[src/rtl/eth_nlp_rx_pkg.sv]
// Shared types and default timing for the 10BASE-T NLP link-integrity receiver.
// Optional statistics counters are enabled with `define ETH_NLP_RX_STAT_EN.
package eth_nlp_rx_pkg;

    typedef enum logic [1:0] {
        LINK_FAIL = 2'd0,
        LINK_TEST = 2'd1,
        LINK_OK   = 2'd2
    } nlp_rx_state_t;

    // Defaults assume a 90 MHz clock.
    localparam int unsigned PW_MIN_D   = 4;
    localparam int unsigned PW_MAX_D   = 16;
    localparam int unsigned MIN_GAP_D  = 360000;
    localparam int unsigned MAX_GAP_D  = 2250000;
    localparam int unsigned LOSS_CYC_D = 4500000;
    localparam int unsigned GOOD_CNT_D = 4;

endpackage

[src/rtl/eth_nlp_rx_pw.sv]
// Synchroniser and pulse-width qualifier for the NLP receiver.
// With `define ETH_NLP_RX_STAT_EN an extra width_rej strobe flags falling edges of bad width.
module eth_nlp_rx_pw
    import eth_nlp_rx_pkg::*;
#(
    parameter int unsigned PW_MIN = PW_MIN_D,
    parameter int unsigned PW_MAX = PW_MAX_D
) (
    input  logic clk,
    input  logic reset,
    input  logic rx_nlp,
    output logic pulse_det
`ifdef ETH_NLP_RX_STAT_EN
    ,
    output logic width_rej
`endif
);

    localparam int unsigned WW = $clog2(PW_MAX + 2);
    localparam logic [WW-1:0] W_SAT = WW'(PW_MAX + 1);
    localparam logic [WW-1:0] W_MIN = WW'(PW_MIN);
    localparam logic [WW-1:0] W_MAX = WW'(PW_MAX);

    logic          rx_m;
    logic          rx_s;
    logic          rx_s_q;
    logic [WW-1:0] w_cnt;
    logic          fall;
    logic          w_ok;

    assign fall = rx_s_q & ~rx_s;
    assign w_ok = (w_cnt >= W_MIN) && (w_cnt <= W_MAX);

    // Two-flop synchroniser, high-time counter and registered qualified strobe.
    always_ff @(posedge clk) begin
        if (reset) begin
            rx_m      <= 1'b0;
            rx_s      <= 1'b0;
            rx_s_q    <= 1'b0;
            w_cnt     <= '0;
            pulse_det <= 1'b0;
        end else begin
            rx_m   <= rx_nlp;
            rx_s   <= rx_m;
            rx_s_q <= rx_s;
            // Saturate so a stuck-high line can never look like a valid width.
            if (rx_s) begin
                if (w_cnt != W_SAT) w_cnt <= w_cnt + 1'b1;
            end else begin
                w_cnt <= '0;
            end
            pulse_det <= fall && w_ok;
        end
    end

`ifdef ETH_NLP_RX_STAT_EN
    // Strobe for pulses that ended with an out-of-range width.
    always_ff @(posedge clk) begin
        if (reset) width_rej <= 1'b0;
        else       width_rej <= fall && !w_ok;
    end
`endif

endmodule

[src/rtl/eth_nlp_rx.sv]
// 10BASE-T link-integrity receiver: pulse spacing checks, link FSM and link_ok output.
// Optional pulse_cnt/rej_cnt statistics are enabled with `define ETH_NLP_RX_STAT_EN.
module eth_nlp_rx
    import eth_nlp_rx_pkg::*;
#(
    parameter int unsigned PW_MIN   = PW_MIN_D,
    parameter int unsigned PW_MAX   = PW_MAX_D,
    parameter int unsigned MIN_GAP  = MIN_GAP_D,
    parameter int unsigned MAX_GAP  = MAX_GAP_D,
    parameter int unsigned LOSS_CYC = LOSS_CYC_D,
    parameter int unsigned GOOD_CNT = GOOD_CNT_D
) (
    input  logic        clk,
    input  logic        reset,
    input  logic        rx_nlp,
    input  logic        rx_active,
    output logic        pulse_det,
    output logic        link_ok,
    output logic [31:0] c_out
`ifdef ETH_NLP_RX_STAT_EN
    ,
    output logic [15:0] pulse_cnt,
    output logic [15:0] rej_cnt
`endif
);

    nlp_rx_state_t state;
    logic [31:0]   gap;
    logic [3:0]    good;
    logic          early;
    logic          late;
    logic          gap_sat;
    logic          accept;

`ifdef ETH_NLP_RX_STAT_EN
    logic width_rej;
    logic early_rej;
`endif

    eth_nlp_rx_pw #(
        .PW_MIN (PW_MIN),
        .PW_MAX (PW_MAX)
    ) u_pw (
        .clk       (clk),
        .reset     (reset),
        .rx_nlp    (rx_nlp),
        .pulse_det (pulse_det)
`ifdef ETH_NLP_RX_STAT_EN
        ,
        .width_rej (width_rej)
`endif
    );

    assign early   = gap < 32'(MIN_GAP);
    assign late    = gap > 32'(MAX_GAP);
    assign gap_sat = gap == 32'(LOSS_CYC);
    assign c_out   = gap;

    // A pulse is accepted (and restarts the gap timer) unless it loses to a timeout or is early in LINK_OK.
    always_comb begin
        accept = 1'b0;
        unique case (state)
            LINK_FAIL: accept = pulse_det;
            LINK_TEST: accept = pulse_det && !late;
            LINK_OK:   accept = pulse_det && !early;
            default:   accept = 1'b0;
        endcase
    end

    // Gap timer: cleared by accepted pulses, or by frame activity while the link is up.
    always_ff @(posedge clk) begin
        if (reset)                             gap <= '0;
        else if (accept)                       gap <= '0;
        else if (state == LINK_OK && rx_active) gap <= '0;
        else if (!gap_sat)                     gap <= gap + 32'd1;
    end

    // Link FSM; pulse_det is already registered, so the state follows it by one cycle.
    always_ff @(posedge clk) begin
        if (reset) begin
            state   <= LINK_FAIL;
            good    <= '0;
            link_ok <= 1'b0;
        end else begin
            unique case (state)
                LINK_FAIL: begin
                    if (pulse_det) begin
                        state <= LINK_TEST;
                        good  <= 4'd1;
                    end
                end
                LINK_TEST: begin
                    if (pulse_det && !late) begin
                        if (early) begin
                            good <= 4'd1;
                        end else begin
                            good <= good + 4'd1;
                            if (good + 4'd1 == 4'(GOOD_CNT)) begin
                                state   <= LINK_OK;
                                link_ok <= 1'b1;
                            end
                        end
                    end else if (late) begin
                        state <= LINK_FAIL;
                        good  <= '0;
                    end
                end
                LINK_OK: begin
                    if (gap_sat && !accept) begin
                        state   <= LINK_FAIL;
                        good    <= '0;
                        link_ok <= 1'b0;
                    end
                end
                default: begin
                    state   <= LINK_FAIL;
                    good    <= '0;
                    link_ok <= 1'b0;
                end
            endcase
        end
    end

`ifdef ETH_NLP_RX_STAT_EN
    assign early_rej = pulse_det && early && (state == LINK_TEST || state == LINK_OK);

    // Wrapping statistics: good pulses versus width-rejected or early pulses.
    always_ff @(posedge clk) begin
        if (reset) begin
            pulse_cnt <= '0;
            rej_cnt   <= '0;
        end else begin
            if (accept && !early_rej)    pulse_cnt <= pulse_cnt + 16'd1;
            if (width_rej || early_rej)  rej_cnt   <= rej_cnt + 16'd1;
        end
    end
`endif

endmodule

[config.mk]
export PLATFORM = sky130hd
export DESIGN_NAME = eth_nlp_rx
export DESIGN_NICKNAME = d
export VERILOG_FILES = /design/src/rtl/eth_nlp_rx_pkg.sv /design/src/rtl/eth_nlp_rx_pw.sv /design/src/rtl/eth_nlp_rx.sv
export SDC_FILE = /design/constraint.sdc
export NUM_CORES = 1
export LEC_CHECK = 0
export CELL_PAD_IN_SITES_DETAIL_PLACEMENT = 1
export CELL_PAD_IN_SITES_GLOBAL_PLACEMENT = 2
export CORE_UTILIZATION = 36
export CTS_BUF_LIST = sky130_fd_sc_hd__clkbuf_8
export CTS_CLUSTER_SIZE = 30
export DETAILED_ROUTE_END_ITERATION = 12
export PLACE_DENSITY = 0.85
export SLEW_MARGIN = 10
export SYNTH_ARGS = -nofsm -noshare
export SYNTH_HDL_FRONTEND = slang
export SYNTH_HIERARCHICAL = 1
export SYNTH_SLANG_ARGS = --single-unit
[constraint.sdc]
create_clock -name clk -period 6 [get_ports clk]
set_input_delay 1.8 -clock clk [delete_from_list [all_inputs] [get_ports clk]]
set_output_delay 1.8 -clock clk [all_outputs]
set_load 0.01 [all_outputs]
Word-level counts from Yosys, hierarchy flattened --
Cells that the tools add are included.
Storage, ports and cells: word-level logic and storage cells 66, memories 0, flip-flop bits (word level) 48, output and inout port bits 34, bits in latches 0, RAM bits 0, ROM bits 0, input port bits 4
Cells by class: $mul 0, add/sub/neg operators 3, equality and inequality tests 13, shift-type cells 0, order comparisons 4, div/mod/pow operators 0, bitwise gates (word level) 3, mux-type cells 19, reduce and logical (&&, ||, !) cells 15
Operators by type and width (count):
- $add 32x1->32 const B | 1
- $eq 32x23->1 const B | 1
- $gt 32x22->1 const B | 1
- $lt 32x19->1 const B | 1
- $mux 4 | 5
- $mux 2 | 6
- $pmux 4 s3 | 1
- $reduce_and 5->1 | 2
- $ne 3x3->1 const B | 3
- $logic_and 1x1->1 | 6
- $ne 2x2->1 const B | 3
- $pmux 1 s3 | 2
- $pmux 2 s3 | 1
- $add 5x1->5 const B | 1
- $ge 5x3->1 const B | 1
- $le 5x5->1 const B | 1
- $ne 5x5->1 const B | 1
- $add 4x1->4 const B | 1
- $eq 4x3->1 const B | 1
- $mux 1 | 4
- $ne 2x1->1 const B | 2
- $logic_not 1->1 | 3
- $reduce_and 3->1 | 1
- $reduce_or 3->1 | 1
- 6 further kinds | 7

Depth between registers and ports, before layout --
Gate-level depths: netlist (run 1).
depth in word-level cells 8, mapped depth 9, gate-level depth less buffers 8

Hierarchy --
Netlist (run 1), hierarchy kept.
Modules (own cells, without submodules):
- eth_nlp_rx | area each 2144.6 um^2, cells an instance 256, instances 1, sequential area each 780.7 um^2
- eth_nlp_rx_pw | area each 381.6 um^2, cells an instance 39, instances 1, sequential area each 180.2 um^2

Worst setup path after synthesis (run 1) --
No wires, ideal clock.
path type register -> register, start point register gap[28] (netlist: c_out[28]), end point register state[0], setup time 0.123 ns, period minus slack after synthesis 2.829 ns, path buffers 0, required time 5.877 ns, arrival time 2.705 ns, path slack 3.171 ns, cell stages (with the launch flop) 7, cells stage by stage dfxtp_1 or4_4 or4_4 or4_4 a211oi_4 a211oi_1 mux2_1
On the way: longest elaborated chain between the ends 8, elaborated cells between the ends (all ways) 17, classes of those cells order compare: 2; eq/ne: 5; mux: 3; reduce/logical: 7
RTL lines:
- start: declaration | RTL line eth_nlp_rx.sv:28 | logic [31:0] gap;
- start signal: assignment | RTL line eth_nlp_rx.sv:75 | else if (!gap_sat) gap <= gap + 32'd1;
- $lt 32x19->1 or $gt 32x22->1 (tied branches) | RTL line eth_nlp_rx.sv:54, eth_nlp_rx.sv:55
- $logic_not 1->1, on equally long branches | RTL line eth_nlp_rx.sv:65, eth_nlp_rx.sv:64, eth_nlp_rx.sv:93
- $logic_and 1x1->1, on equally long branches | RTL line eth_nlp_rx.sv:65, eth_nlp_rx.sv:64, eth_nlp_rx.sv:93
- $pmux 1 s3 | RTL line eth_nlp_rx.sv:62 | unique case (state)
- $logic_not 1->1 | RTL line eth_nlp_rx.sv:109 | if (gap_sat && !accept) begin
- $logic_and 1x1->1 | RTL line eth_nlp_rx.sv:109
- $ne 2x1->1 (no line)
- $reduce_and 5->1 (no line)
- end signal: assignment | RTL line eth_nlp_rx.sv:104 | state <= LINK_FAIL;
- end signal: assignment | RTL line eth_nlp_rx.sv:110 | state <= LINK_FAIL;
- end signal: assignment | RTL line eth_nlp_rx.sv:116 | state <= LINK_FAIL;
- end: declaration | RTL line eth_nlp_rx.sv:27 | nlp_rx_state_t state;
Parallel ways exist; a longest one is shown, timed or not. A chain may end at the register's enable or synchronous reset.

Final worst setup path (run 1) --
start point register gap[0] (netlist: c_out[0]), end point register gap[5] (netlist: c_out[5])
On the way: longest elaborated chain between the ends 5, elaborated cells between the ends (all ways) 10, classes of those cells add/sub: 1; order compare: 2; eq/ne: 1; mux: 1; reduce/logical: 5
RTL lines (RTL line):
- $lt 32x19->1 or $gt 32x22->1 (tied branches) | eth_nlp_rx.sv:54, eth_nlp_rx.sv:55
- $logic_not 1->1, on equally long branches | eth_nlp_rx.sv:65, eth_nlp_rx.sv:64
- $logic_and 1x1->1, on equally long branches | eth_nlp_rx.sv:65, eth_nlp_rx.sv:64
- $pmux 1 s3 | eth_nlp_rx.sv:62
- $reduce_or 3->1 (no line)
Parallel ways exist; a longest one is shown, timed or not.

==> results of run 1 <==
cells in the final DEF (no fill, tap or decap), types with 6 or more instances in the layout:
cell             synthesis  layout
nand3_1                 17      17
xor2_1                  17      17
inv_1                   10      10
nor2b_1                  6       6
xnor2_1                 18      18
nand2_1                 20      20
ha_1                     7       7
clkdlybuf4s50_1          0      37
nor3_1                  12      12
nor2_1                  51      51
and3_1                   9       9
dfxtp_1                 48      48
metal layers:
metal | share of wire | track usage | wire [microns]
met2 | 0.45 | 0.287 | 2760
met3 | 0.034 | 0.0269 | 206
met1 | 0.50 | 0.240 | 3040
met5 | 0 | 0 | 0
met4 | 0.011 | 0.0591 | 65
per-stage QoR:
stage                     worst slack [ps]  utilization  std cells
after global placement                2670        0.436        416
after floorplan                       3170            -        295
after global routing                  2490        0.455        423
after CTS                             2660        0.455        423
final                                 2730        0.455        423
after detailed placement              2610        0.436        416
layout make-up:
type                            instances  area (sq um)  share of cell area
Inverter                               10          37.5              0.0122
Timing Repair Buffer                   37           370               0.120
Multi-Input combinational cell        225          1470               0.476
Clock buffer                            5          68.8              0.0223
Clock inverter                          2          60.1              0.0194
Sequential cell                        48           961               0.311
Tap cell                               96           120              0.0389
registers in the layout, summed over array words and instances, names as in the netlist:
register,cells
c_out,32
u_pw/w_cnt,5
good,4
state,2
link_ok,1
u_pw/pulse_det,1
u_pw/rx_m,1
u_pw/rx_s,1
u_pw/rx_s_q,1
critical path, cell delays in order (launching register included):
cell and delay, ps:
dfxtp_1 360, inv_1 100, ha_1 150, or4b_1 440, or4_4 450, or4_4 540, a211oi_4 410, a211o_2 550
nor2_1 110
worst paths after layout:
path,slack [ps],cells after the start,to,from
worst min register to register,440,2,u_pw/pulse_det$_SDFF_PP0_,u_pw/rx_s_q$_SDFF_PP0_
worst max-delay path,2730,8,c_out[5]$_SDFFE_PP0N_,c_out[0]$_SDFFE_PP0N_
worst min-delay path,440,2,u_pw/pulse_det$_SDFF_PP0_,u_pw/rx_s_q$_SDFF_PP0_
worst max register to register,2730,8,c_out[5]$_SDFFE_PP0N_,c_out[0]$_SDFFE_PP0N_
power groups by stage:
stage	combinational [mW]	clock [mW]	sequential (mW)
6_report	0.0215	0.274	0.324
5_1_grt	0.0248	0.290	0.325
4_1_cts	0.0221	0.280	0.324
3_5_place_dp	0.0220	0	0.332
3_3_place_gp	0.0216	0	0.332
2_1_floorplan	0.0135	0	0.332
cell families after synthesis:
family                   count (synthesis)  synth area share
flip-flops                              48             0.380
AND/OR/NAND/NOR                        148             0.310
adder cells (fa/ha/maj)                  7            0.0347
multiplexers                             2           0.00842
AO/OA/AOI/OAI                           33             0.107
XOR/XNOR                                35             0.121
buffers and inverters                   22            0.0376
==> impl_metrics.tcl, run 1 <==
set metrics [dict create \
    status "completed" \
    synth_area_sq_um 2530 \
    setup_violations 0 \
    syn_avg_cell_area_sq_um 8.56 \
    cts_made_buffers 5 \
    clk_latency_ps 300 \
    rsz0062_at_grt "false" \
    synthMostInstantiatedCell "nor2_1" \
    yosys-top-cells-count "51 x nor2_1, 48 x dfxtp_1, 20 x nand2_1" \
    root_buffer "clkbuf_8" \
    stdcell_area_sq_um 3090 \
    postRouteWirelength_mm 6.08 \
    synth_top_cell_area_share 0.380 \
    relSlewSlack 0.509 \
    clock_skew_ps 4.98 \
    p_sw_frac 0.200 \
    postRouteAntennaNets 0 \
    dr.pass1.iters 4 \
    drv_slew 0 \
    drive_above_1_share 0.0642 \
    vias 2147 \
    cts_htree_levels 2 \
    p_switching_mw 0.124 \
    clock_power_share 0.442 \
    fillers 820 \
    coreArea_sq_um 6790 \
    drc 0 \
    min_period_over_period 0.545 \
    placed_cell_area_sq_um 2960 \
    hold_buffers 0 \
    p_int_mw 0.495 \
    async_reset_ff_frac 0 \
    synth_seq_area_share 0.380 \
    cp-end-kind "flop" \
    io_pins 38 \
    power_density_nw_per_um2 201 \
    hpwl_mm 4.48 \
    synth_cell_type_count 57 \
    gr-total-overflow 0 \
    finalHoldViolations 0 \
    leakage_nw 1.05 \
    fmax_mhz 306 \
    grt_pass1_vias 2084 \
    postCtsSetupRepairBufs 0 \
    die_h_microns 85.8 \
    first_iter_violations 72 \
    cp_data_arrival_time_ps 3440 \
    start_util 0.372 \
    path_class "flop to flop" \
    synth_warnings 6 \
    combinationalPowerShare 0.035 \
    cts.path.max_buffers 2 \
    clk_pin_slew_ps 90 \
    num_antenna_cells 0 \
    syn_to_final_growth_pct 22.2 \
    port_buffers 37 \
    synth_ff_type "dfxtp_1" \
    gp_congestion 0.733 \
    crit_required_ps 6170 \
    grt_max_degree 33 \
    p_total_mw 0.619 \
    sequentialPowerShare 0.523 \
    cp-start-kind "flop" \
    viasPerCell 5.08 \
    synth_area_leaders "dfxtp_1 38%, nor2_1 7.6%, xnor2_1 6.2%" \
    grt_antenna_before_repair 0 \
    synth_edf_count 0 \
    grt_pass1_wl_mm 10.2 \
    ys_ff_latch 48 \
    min_path_type "flop to flop" \
    postSynthCellCount 295 \
    critPathMaxFanout 32 \
    tritoncts "done" \
    maxCapViolCount 0 \
    cts_resized 0 \
    vdd_drop_max_mv 0.106 \
    fin_crit_ps 3270 \
    synth_top_area_cell "dfxtp_1" \
    synth_nets 306 \
    clock_sinks 48 \
    tns_ps 0 \
    gr-usage-all-layers 0.177 \
    fp-row-count 30 \
    whs_ps 439 \
    nets 338 \
    die_x_microns 85.8 \
    avgRoutedWirePerCell_microns 14.4 \
    dieArea_sq_um 7360 \
    tightest_slew_ps 730 \
]
Note: power is estimated with default switching activity, not from simulation.
==> run 2: changes to the inputs <==
Settings changed: CORE_UTILIZATION 36 to 30, PLACE_DENSITY 0.85 to 0.75.
Clock period 6 ns to 2.6 ns, I/O delays scaled along.
==> impl_metrics.tcl, run 2 (synthesized netlist as in run 1, its figures left out) <==
set metrics [dict create \
    tns_ps -3400 \
    syn_to_final_growth_pct 39.0 \
    die_x_microns 93.8 \
    r2r-start "c_out[0]$_SDFFE_PP0N_" \
    dr.pass1.iters 4 \
    first_iter_violations 96 \
    max_stage_delay_ps 470 \
    clock_sinks 48 \
    pre_cts_ws_ps -105 \
    clk_latency_ps 310 \
    viasPerCell 4.92 \
    min_path_type "flop to flop" \
    tightest_slew_ps 813 \
    grt_pass1_vias 2423 \
    fmax_mhz 367 \
    cp_data_arrival_time_ps 2930 \
    status "finished with violations" \
    clock_power_share 0.407 \
    io_pins 38 \
    cts.path.max_buffers 2 \
    num_antenna_cells 0 \
    setup_violations 39 \
    cp-endpoint "c_out[9]$_SDFFE_PP0N_" \
    ff2ff_path_depth 9 \
    p_sw_frac 0.231 \
    root_buffer "clkbuf_8" \
    min_period_over_period 1.05 \
    die_h_microns 93.8 \
    crit_top_cell "or4_4" \
    final_cell_mix "49 x nor2_1, 43 x dfxtp_1, 40 x buf_4, 37 x clkdlybuf4s50_1, 20 x nand2_1" \
    layout_commonest_cell "nor2_1" \
    regToRegSetupSlack_ps -120 \
    rsz0062_at_grt "true" \
    startpoint "c_out[0]$_SDFFE_PP0N_" \
    fp-row-count 33 \
    grt_antenna_before_repair 0 \
    port_buffers 37 \
    path_cells "inv_2 > ha_1 > or4b_4 > or4_4 > or4_4 > a211oi_4 > a211o_2 > buf_12 > nor2_1" \
    cp-end-kind "flop" \
    sequentialPowerShare 0.537 \
    drc 0 \
    finalHoldViolations 0 \
    hpwl_mm 5.31 \
    avgRoutedWirePerCell_microns 14.9 \
    clk_pin_slew_ps 100 \
    start_util 0.309 \
    crit_required_ps 2810 \
    hold_buffers 0 \
    cpMaxStageDelayCell "or4_4" \
    failed_checks "setup timing" \
    largest_register_ffs 32 \
    p_switching_mw 0.320 \
    grt_max_degree 26 \
    grt_pass1_wl_mm 11.9 \
    gr-usage-all-layers 0.172 \
    cp-start-kind "flop" \
    p_int_mw 1.07 \
    p_total_mw 1.39 \
    setup_ws_ps -122 \
    cts_htree_levels 2 \
    tritoncts "done" \
    combinationalPowerShare 0.056 \
    coreArea_sq_um 8180 \
    critPathMaxFanout 25 \
    dieArea_sq_um 8790 \
    leakage_nw 1.28 \
    maxCapViolCount 0 \
    path_class "flop to flop" \
    nets 383 \
    fin_crit_ps 2720 \
    postRouteWirelength_mm 7.11 \
    power_density_nw_per_um2 395 \
    fillers 984 \
    whs_ps 427 \
    gr-total-overflow 0 \
    drv_slew 0 \
    gp_congestion 0.752 \
    vias 2352 \
    drive_above_1_share 0.217 \
    r2r_end "c_out[9]$_SDFFE_PP0N_" \
    cts_made_buffers 5 \
    clock_skew_ps 6.74 \
    relSlewSlack 0.449 \
    vdd_drop_max_mv 0.194 \
    postRouteAntennaNets 0 \
]
## run 2: changes by cell type in the layout (fill, tap and decap cells not counted), moves of 2 or more
cell,change
buf_4,+40
buf_6,+4
dfxtp_1,-5
dfxtp_2,+4
nor2_1,-2
nor2_2,+2
## run 2: timing repair
| action | in CTS | in global routing |
|---|---|---|
| hold endpoints to repair | 0 | 0 |
| resized for setup | 9 | 6 |
| setup buffers | 1 | 2 |
| endpoints found under the setup margin | 39 | 39 |
| pin swaps | 1 | 2 |
| gates cloned | 0 | 0 |
## run 2: layout make-up
class,count,area [sq um],area share
clock inverters,3,42.5,0.0121
clock buffers,5,68.8,0.0196
well taps,105,131,0.0374
flip-flops and latches,48,970,0.276
multi-input cells,225,1530,0.434
inverters,10,37.5,0.0107
repair buffers,82,736,0.210
## run 2: how the worst min path moves through the flow
stage               cells after the start              startpoint                        end
finish                                  2  u_pw/rx_s_q$_SDFF_PP0_  u_pw/pulse_det$_SDFF_PP0_
global route                            1    u_pw/rx_m$_SDFF_PP0_       u_pw/rx_s$_SDFF_PP0_
CTS                                     2  u_pw/rx_s_q$_SDFF_PP0_  u_pw/pulse_det$_SDFF_PP0_
detailed placement                      2  u_pw/rx_s_q$_SDFF_PP0_  u_pw/pulse_det$_SDFF_PP0_
global placement                        2  u_pw/rx_s_q$_SDFF_PP0_  u_pw/pulse_det$_SDFF_PP0_
floorplan                               2  u_pw/rx_s_q$_SDFF_PP0_  u_pw/pulse_det$_SDFF_PP0_
## run 2: per-layer routing
metal	GRT usage	part of all wire	wire, microns	up-vias
met3	0.0243	0.020	141	8
met2	0.293	0.47	3350	25
met5	0	0	0	-
met1	0.225	0.50	3540	1146
met4	0.0462	0.012	85	0
li1	-	-	-	1173
## run 2: power groups by stage
stage	Clock (mW)	Sequential, mW	Combinational [mW]
global route	0.605	0.746	0.0849
CTS	0.584	0.746	0.0748
floorplan	0	0.765	0.0338
global placement	0	0.762	0.0704
finish	0.564	0.745	0.0775
detailed placement	0	0.763	0.0715
## run 2: worst max-delay path: cells and delay by family, from the launching register on
kind | cells | cell delay (ps)
AND/OR/NAND/NOR | 4 | 1400
buffers and inverters | 2 | 240
flip-flops | 1 | 340
AO/OA/AOI/OAI | 2 | 500
adder cells (fa/ha/maj) | 1 | 130
## run 2: stage by stage
stage	instances	cell area (sq um)	util
2_1_floorplan	295	2560	-
3_3_place_gp	467	3320	0.406
3_5_place_dp	467	3320	0.406
4_1_cts	476	3470	0.424
5_1_grt	478	3510	0.429
6_report	478	3510	0.429
==> run 3: changes to the inputs <==
--- a/config.mk
+++ b/config.mk
@@ -7,2 +7,3 @@
 export LEC_CHECK = 0
+export ABC_CLOCK_PERIOD_IN_PS = 2600
 export CELL_PAD_IN_SITES_DETAIL_PLACEMENT = 1
==> constraint.sdc (replaced) <==
create_clock -name clk -period 2.6 [get_ports clk]
set_input_delay 0.65 -clock clk [delete_from_list [all_inputs] [get_ports clk]]
set_output_delay 0.65 -clock clk [all_outputs]
set_load 0.01 [all_outputs]
==> impl_metrics.tcl, run 3 (synthesized netlist as in run 1, its figures left out) <==
set metrics [dict create \
    vdd_drop_max_mv 0.210 \
    clk_latency_ps 310 \
    p_total_mw 1.37 \
    finalHoldViolations 0 \
    stdcell_area_sq_um 3450 \
    path_class "flop to flop" \
    cts_made_buffers 5 \
    first_iter_violations 96 \
    drive_above_1_share 0.201 \
    hpwl_mm 5.26 \
    final_cell_count_no_fill 473 \
    gp_congestion 0.745 \
    dr.pass1.iters 6 \
    grt_max_degree 26 \
    holdPathStages 2 \
    vias 2368 \
    clk_pin_slew_ps 90 \
    gr-total-overflow 0 \
    hold_buffers 0 \
    critPathMaxFanout 25 \
    postRouteAntennaNets 0 \
    placed_cell_area_sq_um 3300 \
    grt_antenna_before_repair 0 \
    root_buffer "clkbuf_8" \
    fin_crit_ps 2710 \
    num_antenna_cells 0 \
    syn_to_final_growth_pct 36.7 \
    regToRegSetupSlack_ps -110 \
    postCtsSetupRepairBufs 0 \
    final_cell_mix "50 x nor2_1, 43 x dfxtp_1, 37 x clkdlybuf4s50_1, 36 x buf_4, 20 x nand2_1" \
    final_core_util 0.422 \
    status "finished with violations" \
    whs_ps 428 \
    combinationalPowerShare 0.055 \
    power_density_nw_per_um2 397 \
    die_h_microns 93.8 \
    dieArea_sq_um 8790 \
    tightest_slew_ps 767 \
    cp_data_arrival_time_ps 2920 \
    leakage_nw 1.26 \
    rsz0062_at_grt "true" \
    min_period_over_period 1.04 \
    drv_slew 0 \
    clock_power_share 0.401 \
    coreArea_sq_um 8180 \
    layout_commonest_cell "nor2_1" \
    setup_violations 38 \
    holdPathEnd "u_pw/pulse_det$_SDFF_PP0_" \
    p_switching_mw 0.308 \
    cts.path.max_buffers 2 \
    fillers 979 \
    clock_sinks 48 \
    tritoncts "done" \
    avgRoutedWirePerCell_microns 15.1 \
    cp-end-kind "flop" \
    nets 378 \
    failed_checks "setup timing" \
    ff2ff_path_depth 7 \
    io_pins 38 \
    r2r_end "c_out[10]$_SDFFE_PP0N_" \
    cts_htree_levels 2 \
    gr-usage-all-layers 0.170 \
    cts_resized 4 \
    tns_ps -3120 \
    start_util 0.309 \
    relSlewSlack 0.480 \
    grt_pass1_vias 2343 \
    viasPerCell 5.01 \
    maxCapViolCount 0 \
    grt_pass1_wl_mm 11.8 \
    drc 0 \
    r2r-start "c_out[31]$_SDFFE_PP0N_" \
    pre_cts_ws_ps -96.0 \
    fp-row-count 33 \
    cp-start-kind "flop" \
    largest_register_ffs 32 \
    sequentialPowerShare 0.544 \
    port_buffers 37 \
    die_x_microns 93.8 \
    dp_cells 465 \
    min_path_type "flop to flop" \
    hold_path.startpoint "u_pw/rx_s_q$_SDFF_PP0_" \
    postRouteWirelength_mm 7.16 \
    p_sw_frac 0.225 \
    setup_ws_ps -113 \
    p_int_mw 1.06 \
    crit_required_ps 2800 \
    fmax_mhz 369 \
    clock_skew_ps 5.95 \
]
[run 3: final cells by class]
class	instances	area, sq um	share of cell area
Tap cell	105	131	0.0380
Clock buffer	5	68.8	0.0199
Clock inverter	3	38.8	0.0112
Inverter	10	37.5	0.0109
Sequential cell	48	970	0.281
Timing Repair Buffer	77	694	0.201
Multi-Input combinational cell	225	1510	0.438
[run 3: routing by layer]
metal | vias to the layer above | track usage | wire length (microns) | part of all wire
met5 | - | 0 | 0 | 0
met2 | 39 | 0.285 | 3400 | 0.47
met3 | 5 | 0.0243 | 204 | 0.029
met4 | 0 | 0.0385 | 74 | 0.010
met1 | 1153 | 0.230 | 3480 | 0.49
li1 | 1171 | - | - | -
[run 3: worst max-delay path by stage]
stage	start	endpoint	slack, ps	depth (start not counted)
after floorplan	c_out[31]$_SDFFE_PP0N_	state[0]$_SDFFE_PP0P_	-120	6
after global placement	c_out[31]$_SDFFE_PP0N_	good[0]$_SDFFE_PP0P_	-70	7
after detailed placement	c_out[31]$_SDFFE_PP0N_	good[0]$_SDFFE_PP0P_	-100	7
after CTS	c_out[31]$_SDFFE_PP0N_	c_out[31]$_SDFFE_PP0N_	-120	7
after global routing	c_out[0]$_SDFFE_PP0N_	c_out[31]$_SDFFE_PP0N_	-210	9
final	c_out[31]$_SDFFE_PP0N_	c_out[10]$_SDFFE_PP0N_	-110	7
[run 3: power by group through the flow]
stage | registers [mW] | logic [mW] | clock network [mW]
2_1_floorplan | 0.765 | 0.0338 | 0
3_3_place_gp | 0.762 | 0.0704 | 0
3_5_place_dp | 0.762 | 0.0714 | 0
4_1_cts | 0.745 | 0.0730 | 0.571
5_1_grt | 0.747 | 0.0829 | 0.601
6_report | 0.745 | 0.0753 | 0.549
[run 3: worst max-delay path, cell delays in order (launching register included)]
cell and delay (ps):
dfxtp_2 330, or4_4 530, or4_4 530, or4_4 470, a211oi_4 280, a211o_2 200, buf_12 180, nor2_1 60
